<file path="src/rtl/dmem_arb_pkg.sv">
// ============================================================================
// Module : dmem_arb_pkg
// Brief  : Shared state encodings and constants for the data-memory arbiter.
// Rev    : 1.0
// ============================================================================
`default_nettype none

package dmem_arb_pkg;

    typedef enum logic [1:0] {
        S_CPU = 2'd0,
        S_EXT = 2'd1,
        S_ACK = 2'd2
    } state_t;

    localparam logic [2:0] STORE_WORD = 3'b010;
    localparam int         PERF_W     = 32;

endpackage

`default_nettype wire

</file>
<file path="src/rtl/dmem_arbiter_if.sv">
// ============================================================================
// Module : dmem_arbiter_if
// Brief  : CPU, external-requester and data_mem signals of the memory arbiter.
// Rev    : 1.0
// ============================================================================
`default_nettype none

interface dmem_arbiter_if;
    import dmem_arb_pkg::*;

    logic              cpu_req;
    logic              cpu_we;
    logic [2:0]        cpu_store;
    logic [31:0]       cpu_addr;
    logic [31:0]       cpu_wdata;
    logic              cpu_stall;

    logic              ext_req;
    logic              ext_we;
    logic [31:0]       ext_addr;
    logic [31:0]       ext_wdata;
    logic              ext_ack;
    logic              ext_err;
    logic [31:0]       ext_rdata;

    logic              MemWrite;
    logic [2:0]        Store;
    logic [31:0]       DataAdr;
    logic [31:0]       WriteData;
    logic [31:0]       ReadData;

    logic [PERF_W-1:0] ext_grants;
    logic [PERF_W-1:0] stall_cycles;

    // Environment side: CPU, external agent and memory
    modport master (
        output cpu_req, cpu_we, cpu_store, cpu_addr, cpu_wdata,
        output ext_req, ext_we, ext_addr, ext_wdata,
        output ReadData,
        input  cpu_stall, ext_ack, ext_err, ext_rdata,
        input  MemWrite, Store, DataAdr, WriteData,
        input  ext_grants, stall_cycles
    );

    modport slave (
        input  cpu_req, cpu_we, cpu_store, cpu_addr, cpu_wdata,
        input  ext_req, ext_we, ext_addr, ext_wdata,
        input  ReadData,
        output cpu_stall, ext_ack, ext_err, ext_rdata,
        output MemWrite, Store, DataAdr, WriteData,
        output ext_grants, stall_cycles
    );

endinterface

`default_nettype wire

</file>
<file path="src/rtl/dmem_arb_perf.sv">
// ============================================================================
// Module : dmem_arb_perf
// Brief  : External-grant and CPU-stall cycle counters (DMEM_ARB_PERF_EN only).
// Rev    : 1.0
// ============================================================================
`default_nettype none

`ifdef DMEM_ARB_PERF_EN
module dmem_arb_perf
    import dmem_arb_pkg::*;
(
    input  wire logic              clk,
    input  wire logic              reset,
    input  wire logic              i_grant,
    input  wire logic              i_stall,
    output logic      [PERF_W-1:0] o_ext_grants,
    output logic      [PERF_W-1:0] o_stall_cycles
);

    logic [PERF_W-1:0] r_grants;
    logic [PERF_W-1:0] r_stalls;

    always_ff @(posedge clk or posedge reset) begin
        if (reset) begin
            r_grants <= '0;
            r_stalls <= '0;
        end else begin
            if (i_grant) r_grants <= r_grants + PERF_W'(1);
            if (i_stall) r_stalls <= r_stalls + PERF_W'(1);
        end
    end

    assign o_ext_grants   = r_grants;
    assign o_stall_cycles = r_stalls;

endmodule
`endif

`default_nettype wire

</file>
<file path="src/rtl/dmem_arbiter.sv">
// ============================================================================
// Module : dmem_arbiter
// Brief  : CPU-priority data-memory port arbiter with starvation guard.
//          Optional perf counters under macro DMEM_ARB_PERF_EN.
// Rev    : 1.0
// ============================================================================
`default_nettype none

module dmem_arbiter
    import dmem_arb_pkg::*;
#(
    parameter int MAX_STARVE = 4,
    parameter int SCNT_W     = 3
) (
    input  wire logic     clk,
    input  wire logic     reset,
    dmem_arbiter_if.slave bus
);

    localparam logic [SCNT_W-1:0] c_MAX_STARVE = SCNT_W'(MAX_STARVE);

    state_t            r_state;
    state_t            w_next;
    logic [SCNT_W-1:0] r_scnt;
    logic              r_ack;
    logic              r_err;
    logic [31:0]       r_rdata;

    logic              w_grant;
    logic              w_contend;
    logic              w_misalign;
    logic              w_stall;
    logic              w_we;
    logic [2:0]        w_store;
    logic [31:0]       w_adr;
    logic [31:0]       w_wdata;
    logic [PERF_W-1:0] w_ext_grants;
    logic [PERF_W-1:0] w_stall_cycles;

    assign w_contend  = bus.ext_req & bus.cpu_req;
    assign w_misalign = |bus.ext_addr[1:0];
    // CPU keeps the port unless it is idle or the external side has starved long enough
    assign w_grant    = (r_state == S_CPU) & bus.ext_req &
                        (~bus.cpu_req | (r_scnt == c_MAX_STARVE));

    always_ff @(posedge clk or posedge reset) begin
        if (reset) begin
            r_state <= S_CPU;
        end else begin
            r_state <= w_next;
        end
    end

    always_comb begin
        w_next  = r_state;
        w_stall = 1'b0;
        w_adr   = bus.cpu_addr;
        w_wdata = bus.cpu_wdata;
        w_store = bus.cpu_store;
        w_we    = bus.cpu_req & bus.cpu_we;
        case (r_state)
            S_CPU: begin
                if (w_grant) w_next = S_EXT;
            end
            S_EXT: begin
                w_adr   = bus.ext_addr;
                w_wdata = bus.ext_wdata;
                w_store = STORE_WORD;
                w_we    = bus.ext_we & ~w_misalign;
                w_stall = 1'b1;
                w_next  = S_ACK;
            end
            S_ACK: begin
                w_next = S_CPU;
            end
            default: begin
                w_next = S_CPU;
            end
        endcase
    end

    always_ff @(posedge clk or posedge reset) begin
        if (reset) begin
            r_scnt <= '0;
        end else if (r_state == S_CPU) begin
            if (w_grant) begin
                r_scnt <= '0;
            end else if (w_contend && (r_scnt != c_MAX_STARVE)) begin
                r_scnt <= r_scnt + SCNT_W'(1);
            end
        end
    end

    // Read data and error are captured at the end of the access cycle and held
    always_ff @(posedge clk or posedge reset) begin
        if (reset) begin
            r_ack   <= 1'b0;
            r_err   <= 1'b0;
            r_rdata <= '0;
        end else begin
            r_ack <= (r_state == S_EXT);
            if (r_state == S_EXT) begin
                r_rdata <= bus.ReadData;
                r_err   <= w_misalign;
            end
        end
    end

`ifdef DMEM_ARB_PERF_EN
    dmem_arb_perf u_perf (
        .clk            (clk),
        .reset          (reset),
        .i_grant        (w_grant),
        .i_stall        (w_stall),
        .o_ext_grants   (w_ext_grants),
        .o_stall_cycles (w_stall_cycles)
    );
`else
    assign w_ext_grants   = '0;
    assign w_stall_cycles = '0;
`endif

    assign bus.cpu_stall    = w_stall;
    assign bus.ext_ack      = r_ack;
    assign bus.ext_err      = r_err;
    assign bus.ext_rdata    = r_rdata;
    assign bus.MemWrite     = w_we;
    assign bus.Store        = w_store;
    assign bus.DataAdr      = w_adr;
    assign bus.WriteData    = w_wdata;
    assign bus.ext_grants   = w_ext_grants;
    assign bus.stall_cycles = w_stall_cycles;

endmodule

`default_nettype wire

</file>
<file path="src/flat_wrapper.sv">
// flat-port wrapper written by rule: the top's interface ports become plain ports
module dmem_arbiter_flat import dmem_arb_pkg::*;
#(
    parameter int MAX_STARVE = 4,
    parameter int SCNT_W     = 3
)
  (clk, reset, bus_cpu_req, bus_cpu_we, bus_cpu_store, bus_cpu_addr, bus_cpu_wdata, bus_ext_req, bus_ext_we, bus_ext_addr, bus_ext_wdata, bus_ReadData, bus_cpu_stall, bus_ext_ack, bus_ext_err, bus_ext_rdata, bus_MemWrite, bus_Store, bus_DataAdr, bus_WriteData, bus_ext_grants, bus_stall_cycles);
  dmem_arbiter_if bus_i ();
  input  wire logic clk;
  input  wire logic reset;
  input wire logic [$bits(bus_i.cpu_req)-1:0] bus_cpu_req;
  input wire logic [$bits(bus_i.cpu_we)-1:0] bus_cpu_we;
  input wire logic [$bits(bus_i.cpu_store)-1:0] bus_cpu_store;
  input wire logic [$bits(bus_i.cpu_addr)-1:0] bus_cpu_addr;
  input wire logic [$bits(bus_i.cpu_wdata)-1:0] bus_cpu_wdata;
  input wire logic [$bits(bus_i.ext_req)-1:0] bus_ext_req;
  input wire logic [$bits(bus_i.ext_we)-1:0] bus_ext_we;
  input wire logic [$bits(bus_i.ext_addr)-1:0] bus_ext_addr;
  input wire logic [$bits(bus_i.ext_wdata)-1:0] bus_ext_wdata;
  input wire logic [$bits(bus_i.ReadData)-1:0] bus_ReadData;
  output wire logic [$bits(bus_i.cpu_stall)-1:0] bus_cpu_stall;
  output wire logic [$bits(bus_i.ext_ack)-1:0] bus_ext_ack;
  output wire logic [$bits(bus_i.ext_err)-1:0] bus_ext_err;
  output wire logic [$bits(bus_i.ext_rdata)-1:0] bus_ext_rdata;
  output wire logic [$bits(bus_i.MemWrite)-1:0] bus_MemWrite;
  output wire logic [$bits(bus_i.Store)-1:0] bus_Store;
  output wire logic [$bits(bus_i.DataAdr)-1:0] bus_DataAdr;
  output wire logic [$bits(bus_i.WriteData)-1:0] bus_WriteData;
  output wire logic [$bits(bus_i.ext_grants)-1:0] bus_ext_grants;
  output wire logic [$bits(bus_i.stall_cycles)-1:0] bus_stall_cycles;
  assign bus_i.cpu_req = bus_cpu_req;
  assign bus_i.cpu_we = bus_cpu_we;
  assign bus_i.cpu_store = bus_cpu_store;
  assign bus_i.cpu_addr = bus_cpu_addr;
  assign bus_i.cpu_wdata = bus_cpu_wdata;
  assign bus_i.ext_req = bus_ext_req;
  assign bus_i.ext_we = bus_ext_we;
  assign bus_i.ext_addr = bus_ext_addr;
  assign bus_i.ext_wdata = bus_ext_wdata;
  assign bus_i.ReadData = bus_ReadData;
  assign bus_cpu_stall = bus_i.cpu_stall;
  assign bus_ext_ack = bus_i.ext_ack;
  assign bus_ext_err = bus_i.ext_err;
  assign bus_ext_rdata = bus_i.ext_rdata;
  assign bus_MemWrite = bus_i.MemWrite;
  assign bus_Store = bus_i.Store;
  assign bus_DataAdr = bus_i.DataAdr;
  assign bus_WriteData = bus_i.WriteData;
  assign bus_ext_grants = bus_i.ext_grants;
  assign bus_stall_cycles = bus_i.stall_cycles;
  dmem_arbiter #(.MAX_STARVE(MAX_STARVE), .SCNT_W(SCNT_W)) u_core (.clk(clk), .reset(reset), .bus(bus_i));
endmodule
</file>
<file path="config.mk">
export PLATFORM = sky130hd
export DESIGN_NAME = dmem_arbiter_flat
export DESIGN_NICKNAME = d
export VERILOG_FILES = /design/src/rtl/dmem_arb_pkg.sv /design/src/rtl/dmem_arbiter_if.sv /design/src/rtl/dmem_arb_perf.sv /design/src/rtl/dmem_arbiter.sv /design/src/flat_wrapper.sv
export SDC_FILE = /design/constraint.sdc
export NUM_CORES = 1
export LEC_CHECK = 0
export CORE_AREA = 2 2 130 132
export DETAILED_ROUTE_END_ITERATION = 10
export DIE_AREA = 0 0 132 134
export SKIP_LAST_GASP = 1
export SLEW_MARGIN = 20
export SYNTH_ARGS = -nofsm -noshare
export SYNTH_HDL_FRONTEND = slang
export SYNTH_SLANG_ARGS = --single-unit
</file>
<file path="constraint.sdc">
create_clock -name clk -period 1.2 [get_ports clk]
set_input_delay 0.12 -clock clk [delete_from_list [all_inputs] [get_ports clk]]
set_output_delay 0.12 -clock clk [all_outputs]
set_load 0.02 [all_outputs]
</file>
# == Word level (Yosys, flattened, before mapping) ==
# Index checks and enable logic that the tools add are counted.
# W data, S select, Z words.
# classes
n_addsub,1
n_eq_ne,4
mux,9
bitwise,8
n_reduce_logical,5
# op_table
cell,n
$mux W32,2
$mux W3,3
$and A1 B1 Y1,5
$pmux W2 S2,1
$add A3 B1 Y3 const B,1
$eq A3 B3 Y1 const B,1
$ne A3 B3 Y1 const B,1
$eq A2 B1 Y1 const B,1
$logic_not A2 Y1,1
$mux W1,2
$mux W2,1
$ne A2 B1 Y1 const B,1
$not A1 Y1,2
$reduce_and A2 Y1,1
$reduce_bool A2 Y1,1
$reduce_or A2 Y1,1
$logic_and A1 B1 Y1,1
$or A1 B1 Y1,1
# word_totals
regBits,39
inputBits,169
out_inout_bits,167
wordCells,32

# == Depth between registers and ports, before layout ==
# Gate-level depths: netlist (run 1).
# depth
ltp_word,5
depth_mapped,6

# == Worst setup path after synthesis (run 1) ==
# No wires, ideal clock.
# synth_timing
path_kind,register -> output
startpoint,register u_core.r_state[0]
endpoint,output port bus_MemWrite
arrival_time_ns,1.398
t_required_ns,1.080
path_slack_ns,-0.318
path_stages_with_launch,6
cell_sequence,dfrtp_1 -> nor2b_1 -> buf_6 -> buf_12 -> buf_6 -> o21ai_0
# synth_between
elab_chain_len,2
# synth_rtl
element,line_no,source
"start, declared",dmem_arbiter.sv:22,state_t r_state;
"start signal, assigned",dmem_arbiter.sv:50,r_state <= w_next;
$eq A2 B1 Y1,dmem_arbiter.sv:61,case (r_state)
$mux W1,dmem_arbiter.sv:61,
"end, declared",flat_wrapper.sv:25,output wire logic [$bits(bus_i.MemWrite)-1:0] bus_MemWrite;
# Every way passes these cells.

# == Worst setup path after layout (run 1) ==
# layout_timing
startpoint,register u_core.r_state[1]
endpoint,output port bus_WriteData[26]
# layout_between
elab_chain_len,2
# layout_rtl
element,line_no,source
$eq A2 B1 Y1,dmem_arbiter.sv:61,
$mux W32,dmem_arbiter.sv:61,
"end, declared",flat_wrapper.sv:28,output wire logic [$bits(bus_i.WriteData)-1:0] bus_WriteData;
# Every way passes these cells.

==> results of run 1 <==
logic make-up (layout without fill, tap and decap cells):
family | Yosys count | in the layout
compound gates | 7 | 7
fa+ha+maj | 2 | 2
buf+inv | 81 | 318
flops | 39 | 39
mux | 96 | 96
other cells | 1 | 65
simple gates | 16 | 16
routing by layer:
| layer | part of all wire, % | GRT usage [%] | up-vias |
|---|---|---|---|
| li1 | - | - | 1298 |
| met1 | 38 | 14.2 | 1343 |
| met2 | 54 | 22.6 | 158 |
| met3 | 6.6 | 2.91 | 10 |
| met4 | 1.2 | 2.42 | 0 |
| met5 | 0 | 0 | - |
how the worst min path moves through the flow:
stage,depth (start not counted),end,from
global route,3,u_core.bus.ext_rdata[9]$_DFFE_PP0P_,reset
CTS,3,u_core.bus.ext_rdata[9]$_DFFE_PP0P_,reset
global placement,1,u_core.r_scnt[2]$_DFFE_PP0P_,u_core.r_scnt[2]$_DFFE_PP0P_
floorplan,2,u_core.r_scnt[2]$_DFFE_PP0P_,bus_cpu_req
finish,3,u_core.bus.ext_rdata[9]$_DFFE_PP0P_,reset
detailed placement,1,u_core.r_scnt[2]$_DFFE_PP0P_,u_core.r_scnt[2]$_DFFE_PP0P_
worst max-delay path: cells and delay by family, from the launching register on:
kind                   cells  cell delay, ns
multiplexers               1            0.30
AND/OR/NAND/NOR            1            0.18
flip-flops                 1            0.40
buffers and inverters      4            0.52
synth_stat cells, types with 2 or more instances:
cell,n,area (um2)
buf_4,68,510
mux2_4,52,781
mux2_2,44,495
dfrtp_1,39,976
buf_12,6,120
inv_1,4,15.0
nand2_1,4,15.0
nor2b_1,4,25.0
o21ai_0,4,20.0
nor2_1,3,11.3
buf_6,2,22.5
ha_1,2,25.0
cell type report:
class	count	area, um2
Sequential cell	39	976
Clock inverter	1	5.00
Inverter	4	15.0
Antenna cell	1	2.50
Tap cell	220	275
Multi-Input combinational cell	185	1870
Clock buffer	6	139
Timing Repair Buffer	307	3220
Fill cell	1591	9790
report_power, final:
part | total, W | leakage, nW | switching (W) | internal [W]
clock network | 0.00132 | 0.0727 | 0.000505 | 0.000811
registers | 0.00189 | 0.465 | 0.000203 | 0.00168
logic | 0.00396 | 2.47 | 0.00177 | 0.00219
total | 0.00716 | 3.01 | 0.00248 | 0.00468
stage by stage:
| stage | setup slack (ns) | instance area [um2] | instances |
|---|---|---|---|
| global placement | -0.659 | 5910 | 731 |
| detailed placement | -0.694 | 5910 | 731 |
| finish | -0.614 | 6500 | 763 |
| CTS | -0.669 | 6140 | 749 |
| global route | -0.694 | 6500 | 763 |
| floorplan | -0.152 | 3460 | 305 |
repair_timing:
item,4_1_cts,5_1_grt
resized for setup,319,135
gates cloned,4,7
endpoints found under the setup margin,139,106
buffers inserted,9,9
pin swaps,4,3
hold buffers,0,0
sequential cells by signal, indices dropped and copies added (netlist names):
register,count
u_core.bus.ext_err,1
u_core.r_state,2
u_core.bus.ext_ack,1
u_core.r_scnt,3
u_core.bus.ext_rdata,32
==> summary.md, run 1 <==
| Metric | Value |
|---|---|
| Run status | `finished with violations` |
| Violated checks | `negative setup slack` |
| Peak per-stage delay on the critical path | `0.40 ns` |
| Top cell by count, worst path | `buf_6` |
| Compound-cell area share of the yosys netlist | `1.30%` |
| Primary FF master, synth | `dfrtp_1` |
| Number of maximum-capacitance violations | `0` |
| Timing endpoint of the critical path | `bus_WriteData[26]` |
| Path class of the lowest-slack min-delay path | `input pin to asynchronous set/reset pin` |
| Initial DRC Count | `66` |
| Top-Level Pins | `336` |
| Worst Path Max Fanout | `6` |
| Total leakage power | `3.01 nW` |
| H-tree depth | `2` |
| Final setup violation count | `106` |
| Number of global-route vias before repair | `2956` |
| Antenna viol nets, final | `0` |
| Number of unique standard cell types used by synthesis | `22` |
| Via total after detailed routing | `2809` |
| Max Clock Skew | `0.00334 ns` |
| Peak ir drop on the vdd network | `0.000663 V` |
| Utilization after layout | `39.9%` |
| Effective utilization at floorplan | `18.9%` |
| Synthesized instance count | `242` |
| Simple-gate portion of the synthesized area | `3.00%` |
| Fin crit period | `1.81 ns` |
| Final number of hold-violating endpoints | `0` |
| PnR worst setup slack | `-0.614 ns` |
| Number of max-slew violations in the final report | `0` |
| Total routing usage reported by global routing | `12.1%` |
| Required time worst endpoint | `1.08 ns` |
| Routed wirelength normalized by instance count | `16.0 um` |
| Overall power consumption | `0.00716 W` |
| FFs w/ async S/R, synth | `100%` |
| Num Clock Sinks | `39` |
| Mux share of post-synthesis cell area | `41.3%` |
| Ratio of routed vias to standard cells | `3.68` |
| Combinational family with the most area after synthesis | `multiplexers` |
| Master of the slowest instance on the critical path | `dfrtp_1` |
| CTS Buf Count | `5` |
| Estimated wirelength of the detail-placed design | `9250 um` |
| Site Rows | `47` |
| Leading cell type in the layout, fill and taps excluded | `clkdlybuf4s50_1` |
| Highest Clock Rate | `551 MHz` |
| Core Footprint | `16300 um2` |
| DRC errors left | `0` |
| First-pass iteration count of the detailed router | `4` |
| Wire length of the first global-routing pass | `17000 um` |
| CTS tree | `built` |
| Max clock buf depth | `2` |
| Sequential cell area fraction in the yosys report | `31.6%` |
| Xor and xnor fraction of the mapped netlist area | `0%` |
| Average footprint of a synthesized cell | `12.8 um2` |
| Setup TNS Final | `-53.11 ns` |
| Net count of the finished layout | `713` |
| Kind of launch point of the worst setup path | `flop` |
| Die Area | `17700 um2` |
| Cell breakdown of the critical path | `nor2b_4 > buf_6 > buf_12 > buf_16 > mux2_4 > buf_6` |
| Largest net degree at the start of global routing | `22` |
| Routed WL | `12200 um` |
| Launching instance or port of the critical path | `u_core.r_state[1]$_DFFE_PP0P_` |
| Routability cong. | `0.882` |
| Crit Path Class | `flop to output port` |
| Fraction of layout cells with a size suffix above 1 | `40.8%` |
| R2R Setup Slk | `-0.53 ns` |
| Total gr overflow | `0` |
| IO buf count | `271` |
| Number of enable flip-flop cells after synthesis | `0` |
| Initial antenna violation count | `1` |
| Final period utilization | `151%` |
| Horizontal die dimension | `132 um` |
| Area share of fa/ha/maj cells after synthesis | `0.811%` |
| Arrival time of data at the critical path endpoint | `1.69 ns` |
| Height of the die | `134 um` |
| Category of the worst setup path capture point | `output port` |
| Areal power density over the cells | `1100 nW/um2` |
| Number of warnings printed during yosys synthesis | `0` |
| Worst Reg-to-Reg Cells | `7` |
| Fin Hold WS | `0.179 ns` |
| Commonest cells after routing, fill and taps aside | `clkdlybuf4s50_1 (168), mux2_4 (89), conb_1 (64), buf_6 (56), dfrtp_1 (39)` |
| Reg-to-Reg End | `u_core.bus.ext_rdata[16]$_DFFE_PP0P_` |
| Area of the mapped netlist | `3090 um2` |
| Layout area overhead | `110%` |
| Clock-pin slew reported for the worst setup and hold paths after clock tree synthesis | `0.06 ns` |
| Unrepaired setup endpoints after global routing | `yes` |
| Flip-flop and latch count after synthesis | `39` |
| Cell at the root of the clock tree | `clkbuf_16` |
| Clock network latency to the later pin of the worst-skew pair | `0.27 ns` |
| Start of the worst register-to-register path | `u_core.r_state[1]$_DFFE_PP0P_` |
No activity file was read; power rests on OpenSTA's default activity.
==> run 2, diff against run 1 <==
- clock period: 1.2 -> 1.6 ns (I/O delays scaled with it)
==> run 2 against run 1 <==
  * The run still ends with negative setup slack left
  * Clock power down 22%
  * Hold slack better by 0.036 ns
  * Worst setup slack better by 0.37 ns
  * Sequential power down 25%
  * Critical endpoint is now bus_WriteData[10]
==> summary.md, run 2 (synthesis gave the netlist of run 1 again) <==
| Metric | Value |
|---|---|
| Max clock buf depth | `2 (unchanged)` |
| Worst Path Max Fanout | `9 (was 6)` |
| CTS tree | `built (unchanged)` |
| Register Area | `976 um2 (unchanged)` |
| Master of the slowest instance on the critical path | `dfrtp_1 (unchanged)` |
| Final setup violation count | `97 (was 106)` |
| Cell at the root of the clock tree | `clkbuf_16 (unchanged)` |
| Height of the die | `134 um (unchanged)` |
| Net count of the finished layout | `717 (was 713)` |
| Layout area overhead | `100% (was 110%)` |
| Setup TNS Final | `-15.38 ns (was -53.11 ns)` |
| Number of global-route vias before repair | `2829 (was 2956)` |
| Largest net degree at the start of global routing | `22 (unchanged)` |
| Violated checks | `negative setup slack (unchanged)` |
| Wire length of the first global-routing pass | `16400 um (was 17000 um)` |
| IO buf count | `271 (unchanged)` |
| Horizontal die dimension | `132 um (unchanged)` |
| Routed wirelength normalized by instance count | `15.3 um (was 16.0 um)` |
| Antenna viol nets, final | `0 (unchanged)` |
| PnR worst setup slack | `-0.247 ns (was -0.614 ns)` |
| Estimated wirelength of the detail-placed design | `9160 um (was 9250 um)` |
| Category of the worst setup path capture point | `output port (unchanged)` |
| Peak per-stage delay on the critical path | `0.41 ns (was 0.40 ns)` |
| Required time worst endpoint | `1.44 ns (was 1.08 ns)` |
| Highest Clock Rate | `541 MHz` |
| Routability cong. | `0.802 (was 0.882)` |
| Final number of hold-violating endpoints | `0 (unchanged)` |
| Commonest cells after routing, fill and taps aside | `clkdlybuf4s50_1 (202), conb_1 (64), mux2_4 (57), buf_6 (48) (was clkdlybuf4s50_1 (168), mux2_4 (89), conb_1 (64), buf_6 (56), dfrtp_1 (39))` |
| Path class of the lowest-slack min-delay path | `input pin to asynchronous set/reset pin (unchanged)` |
| Num Clock Sinks | `39 (unchanged)` |
| Max reg flops | `32 (unchanged)` |
| Die Area | `17700 um2 (unchanged)` |
| Initial DRC Count | `41 (was 66)` |
| Post-route cell area | `6190 um2 (was 6500 um2)` |
| Kind of launch point of the worst setup path | `flop (unchanged)` |
| Peak ir drop on the vdd network | `0.000634 V (was 0.000663 V)` |
| Site Rows | `47 (unchanged)` |
| Total leakage power | `2.78 nW (was 3.01 nW)` |
| Leading cell type in the layout, fill and taps excluded | `clkdlybuf4s50_1 (unchanged)` |
| Max Clock Skew | `0.00733 ns (was 0.00334 ns)` |
| Number of maximum-capacitance violations | `0 (unchanged)` |
| Number of max-slew violations in the final report | `0 (unchanged)` |
| Clock-pin slew reported for the worst setup and hold paths after clock tree synthesis | `0.06 ns (about the same)` |
| Effective utilization at floorplan | `18.9% (unchanged)` |
| Arrival time of data at the critical path endpoint | `1.69 ns (about the same)` |
| Number of instances in the placed design | `731 (unchanged)` |
| Total gr overflow | `0 (unchanged)` |
| Total routing usage reported by global routing | `11.9% (was 12.1%)` |
| Multi-input combinational cell area | `1710 um2 (was 1870 um2)` |
| Worst setup slack after placement | `-0.330 ns (was -0.694 ns)` |
| Unrepaired setup endpoints after global routing | `yes (unchanged)` |
| Run status | `finished with violations (unchanged)` |
| H-tree depth | `2 (unchanged)` |
| First-pass iteration count of the detailed router | `3 (was 4)` |
| Routed WL | `11800 um (was 12200 um)` |
| Core Footprint | `16300 um2 (unchanged)` |
| Top-Level Pins | `336 (unchanged)` |
| Cell breakdown of the critical path | `nor2b_4 > buf_6 > buf_12 > mux2_4 > buf_2 (was nor2b_4 > buf_6 > buf_12 > buf_16 > mux2_4 > buf_6)` |
| Final Instance Count excl. Fillers | `767 (was 763)` |
| Final period utilization | `115%` |
| Initial antenna violation count | `0 (was 1)` |
| Crit Path Class | `flop to output port (unchanged)` |
| CTS Buf Count | `5 (unchanged)` |
| Placed cell areas | `5770 um2 (was 5910 um2)` |
| Areal power density over the cells | `867 nW/um2 (was 1100 nW/um2)` |
| Fraction of layout cells with a size suffix above 1 | `39.7% (was 40.8%)` |
| Via total after detailed routing | `2780 (was 2809)` |
| Utilization after layout | `38.0% (was 39.9%)` |
| Fin crit period | `1.85 ns` |
| Filler cell count in the final layout | `1611 (was 1591)` |
| Clock network latency to the later pin of the worst-skew pair | `0.28 ns (was 0.27 ns)` |
| Ratio of routed vias to standard cells | `3.62 (was 3.68)` |
| Antenna diode count | `0 (was 1)` |
| DRC errors left | `0 (unchanged)` |
==> run 2: cell types whose count changed in the layout (fill, tap and decap cells not counted), sizes merged <==
cell | previous run | this run
buf | 98 | 106
clkbuf | 13 | 9
clkdlybuf4s50 | 168 | 202
clkinvlp | 0 | 1
diode | 1 | 0
dlygate4sd2 | 34 | 0
==> run 2: worst max-delay path, delay by kind of cell, from the launching register on <==
family | cells | cell delay (ns)
buffers and inverters | 3 | 0.49
multiplexers | 1 | 0.29
flip-flops | 1 | 0.41
AND/OR/NAND/NOR | 1 | 0.22
==> run 2: layout make-up <==
class	count	share of cell area [%]
clock inverter	2	0.263
sequential	39	15.8
multi-input combinational	185	27.6
clock buffer	6	2.24
tap	220	4.45
inverter	4	0.243
timing repair buffer	311	49.4
==> run 2: path summary, 6_finish.rpt <==
check,start,endpoint,slack (ns),depth (start not counted)
worst min register to register,u_core.r_scnt[2]$_DFFE_PP0P_,u_core.r_scnt[2]$_DFFE_PP0P_,0.49,1
worst max register to register,u_core.r_state[1]$_DFFE_PP0P_,u_core.bus.ext_rdata[26]$_DFFE_PP0P_,-0.09,7
worst max-delay path,u_core.r_state[1]$_DFFE_PP0P_,bus_WriteData[10],-0.25,5
min in group clk,bus_ReadData[19],u_core.bus.ext_rdata[19]$_DFFE_PP0P_,0.48,2
max in group asynchronous,reset,u_core.bus.ext_rdata[3]$_DFFE_PP0P_,1.13,3
worst min-delay path,reset,u_core.bus.ext_rdata[9]$_DFFE_PP0P_,0.21,3
==> run 2: per-layer routing <==
| metal | vias to the layer above | global-route usage, % | share of wire [%] | routed length [um] |
|---|---|---|---|---|
| met5 | - | 0 | 0 | 0 |
| met4 | 0 | 3.02 | 1.2 | 139 |
| met3 | 10 | 3.97 | 9.4 | 1100 |
| met2 | 203 | 22.4 | 53 | 6210 |
| met1 | 1267 | 12.7 | 37 | 4300 |
| li1 | 1300 | - | - | - |
==> run 2: timing repair <==
item	4_1_cts	5_1_grt
gates resized for setup	254	115
hold buffers	0	0
buffers inserted	8	18
cloned	2	3
setup endpoints to repair	86	98
==> run 2: power breakdown <==
| part | leakage (nW) | internal, W | total, W | switching (W) |
|---|---|---|---|---|
| combinational | 2.24 | 0.00165 | 0.00292 | 0.00126 |
| sequential | 0.465 | 0.00126 | 0.00142 | 0.000159 |
| clock | 0.0731 | 0.000622 | 0.00103 | 0.000404 |
| total | 2.78 | 0.00354 | 0.00537 | 0.00183 |
==> run 2: per-stage QoR <==
| stage | hold slack [ns] | power [W] |
|---|---|---|
| finish | 0.215 | 0.00537 |
| global route | 0.257 | 0.00566 |
| CTS | 0.221 | 0.00527 |
| detailed placement | 0.475 | 0.00422 |
| global placement | 0.458 | 0.00419 |
| floorplan | 0.294 | 0.00298 |
==> run 3, diff against run 2 <==
- CTS_BUF_LIST: default -> sky130_fd_sc_hd__clkbuf_8
==> run 3 against run 2 <==
  * The flow still finishes with violations (negative setup slack)
  * First-iteration DRC count down 32%
  * Routed wire length down 1.7%
  * Clock-buffer cell count unchanged
  * Global-route usage about the same
==> summary.md, run 3 (synthesis gave the netlist of run 1 again) <==
| Metric | Value |
|---|---|
| Fin crit period | `1.85 ns (about the same)` |
| Placed cell areas | `5770 um2 (unchanged)` |
| Commonest cells after routing, fill and taps aside | `clkdlybuf4s50_1 (202), conb_1 (64), mux2_4 (57), mux2_2 (39), dfrtp_1 (39) (was clkdlybuf4s50_1 (202), conb_1 (64), mux2_4 (57), buf_6 (48))` |
| Peak ir drop on the vdd network | `0.000641 V (was 0.000634 V)` |
| Clock-pin slew reported for the worst setup and hold paths after clock tree synthesis | `0.08 ns (was 0.06 ns)` |
| Max clock buf depth | `2 (unchanged)` |
| Worst setup slack after placement | `-0.330 ns (unchanged)` |
| Cell at the root of the clock tree | `clkbuf_8 (was clkbuf_16)` |
| Total routing usage reported by global routing | `11.8% (was 11.9%)` |
| Routability cong. | `0.802 (unchanged)` |
| Final period utilization | `116% (was 115%)` |
| Routed WL | `11600 um (was 11800 um)` |
| CTS Buf Count | `5 (unchanged)` |
| Initial antenna violation count | `0 (unchanged)` |
| Run status | `finished with violations (unchanged)` |
| Worst Reg-to-Reg Cells | `7 (unchanged)` |
| Max reg flops | `32 (unchanged)` |
| Fin Hold WS | `0.199 ns (was 0.215 ns)` |
| Worst Path Max Fanout | `9 (unchanged)` |
| Unrepaired setup endpoints after global routing | `yes (unchanged)` |
| H-tree depth | `2 (unchanged)` |
| Horizontal die dimension | `132 um (unchanged)` |
| Site Rows | `47 (unchanged)` |
| Final number of hold-violating endpoints | `0 (unchanged)` |
| Highest Clock Rate | `539 MHz (was 541 MHz)` |
| Required time worst endpoint | `1.44 ns (about the same)` |
| IO buf count | `271 (unchanged)` |
| Cell breakdown of the critical path | `nor2b_4 > buf_6 > buf_12 > mux2_4 > buf_2 (unchanged)` |
| Areal power density over the cells | `833 nW/um2 (was 867 nW/um2)` |
| Effective utilization at floorplan | `18.9% (unchanged)` |
| Reg-to-Reg End | `u_core.bus.ext_rdata[15]$_DFFE_PP0P_ (was u_core.bus.ext_rdata[26]$_DFFE_PP0P_)` |
| Master of the slowest instance on the critical path | `dfrtp_1 (unchanged)` |
| Final Instance Count excl. Fillers | `759 (was 767)` |
| Leading cell type in the layout, fill and taps excluded | `clkdlybuf4s50_1 (unchanged)` |
| CTS tree | `built (unchanged)` |
| Final setup violation count | `89 (was 97)` |
| Combinational Power Share | `57.2% (was 54.4%)` |
| Clock network latency to the later pin of the worst-skew pair | `0.30 ns (was 0.28 ns)` |
| Initial DRC Count | `28 (was 41)` |
| Total gr overflow | `0 (unchanged)` |
| Sequential power share | `28.2% (was 26.5%)` |
| R2R Setup Slk | `-0.10 ns (was -0.09 ns)` |
| Top-Level Pins | `336 (unchanged)` |
| Reported net switching power | `0.00179 W (was 0.00183 W)` |
| Net count of the finished layout | `709 (was 717)` |
| Power Internal | `0.00323 W (was 0.00354 W)` |
| Wire length of the first global-routing pass | `16400 um (about the same)` |
| Peak per-stage delay on the critical path | `0.41 ns (about the same)` |
| Fraction of layout cells with a size suffix above 1 | `38.8% (was 39.7%)` |
| Estimated wirelength of the detail-placed design | `9160 um (unchanged)` |
| Path class of the lowest-slack min-delay path | `input pin to asynchronous set/reset pin (unchanged)` |
| Antenna viol nets, final | `0 (unchanged)` |
| Number of maximum-capacitance violations | `0 (unchanged)` |
| Switching part of the total | `35.6% (was 34.0%)` |
| Antenna diode count | `0 (unchanged)` |
| Post-route cell area | `6030 um2 (was 6190 um2)` |
| Kind of launch point of the worst setup path | `flop (unchanged)` |
| Number of global-route vias before repair | `2830 (was 2829)` |
| Max Clock Skew | `0.0104 ns (was 0.00733 ns)` |
| Utilization after layout | `37.0% (was 38.0%)` |
| Number of instances in the placed design | `731 (unchanged)` |
| First-pass iteration count of the detailed router | `4 (was 3)` |
| Clock share of power | `14.5% (was 19.1%)` |
| Ratio of routed vias to standard cells | `3.62 (about the same)` |
| DRC errors left | `0 (unchanged)` |
| Total leakage power | `2.70 nW (was 2.78 nW)` |
| Via total after detailed routing | `2747 (was 2780)` |
| Start of the worst register-to-register path | `u_core.r_state[1]$_DFFE_PP0P_ (unchanged)` |
| Filler cell count in the final layout | `1618 (was 1611)` |
| Num Clock Sinks | `39 (unchanged)` |
| PnR worst setup slack | `-0.254 ns (was -0.247 ns)` |
| Largest net degree at the start of global routing | `22 (unchanged)` |
| Core Footprint | `16300 um2 (unchanged)` |
| Height of the die | `134 um (unchanged)` |
| Die Area | `17700 um2 (unchanged)` |
| Violated checks | `negative setup slack (unchanged)` |
| Category of the worst setup path capture point | `output port (unchanged)` |
| Number of max-slew violations in the final report | `0 (unchanged)` |
| Arrival time of data at the critical path endpoint | `1.69 ns (about the same)` |
| Routed wirelength normalized by instance count | `15.2 um (was 15.3 um)` |
| Crit Path Class | `flop to output port (unchanged)` |
| Layout area overhead | `95.4% (was 100%)` |
## run 3: what timing repair did
| action | CTS | global route |
|---|---|---|
| hold buffers | 0 | 0 |
| gates resized for setup | 254 | 109 |
| buffers inserted | 9 | 10 |
| endpoints found under the setup margin | 86 | 93 |
| cloned | 2 | 2 |
## run 3: how the worst max path moves through the flow
stage	start	depth (start not counted)	to
3_5_place_dp	u_core.r_state[1]$_DFFE_PP0P_	4	bus_DataAdr[0]
3_3_place_gp	u_core.r_state[1]$_DFFE_PP0P_	4	bus_DataAdr[0]
2_1_floorplan	u_core.r_state[0]$_DFFE_PP0P_	5	bus_MemWrite
4_1_cts	u_core.r_state[1]$_DFFE_PP0P_	5	bus_WriteData[23]
5_1_grt	u_core.r_state[1]$_DFFE_PP0P_	5	bus_WriteData[10]
6_report	u_core.r_state[1]$_DFFE_PP0P_	5	bus_WriteData[10]
## run 3: through the flow
| step | total power [W] | TNS, ns |
|---|---|---|
| after floorplan | 0.00298 | 0 |
| after global placement | 0.00419 | -19.70 |
| after detailed placement | 0.00422 | -20.84 |
| after CTS | 0.00497 | -19.62 |
| after global routing | 0.00530 | -24.20 |
| final | 0.00502 | -15.38 |
## run 3: power groups by stage
stage                     Clock [W]  Sequential (W)  Combinational (W)
after global placement            0         0.00142            0.00277
after floorplan                   0         0.00174            0.00124
after CTS                  0.000771         0.00142            0.00278
after detailed placement          0         0.00143            0.00278
final                      0.000729         0.00142            0.00287
after global routing       0.000815         0.00145            0.00303
## run 3: layout make-up
class	instances	area, um2	share of cell area [%]
repair buffers	303	2960	49.0
clock inverters	2	16.3	0.270
clock buffers	6	82.6	1.37
flip-flops and latches	39	976	16.2
inverters	4	15.0	0.249
multi-input cells	185	1710	28.4
well taps	220	275	4.56
## run 3: per-layer routing
layer  GRT usage, %  share of wire (%)  wire length [um]
met5              0                  0                 0
met1           12.6                 36              4210
met4           3.02                1.1               131
met3           3.97                9.5              1100
met2           22.4                 53              6120
## run 3: worst max-delay path: cells and delay by family, from the launching register on
family | cells | cell delay (ns)
flops | 1 | 0.41
simple gates | 1 | 0.21
mux | 1 | 0.29
buf+inv | 3 | 0.49
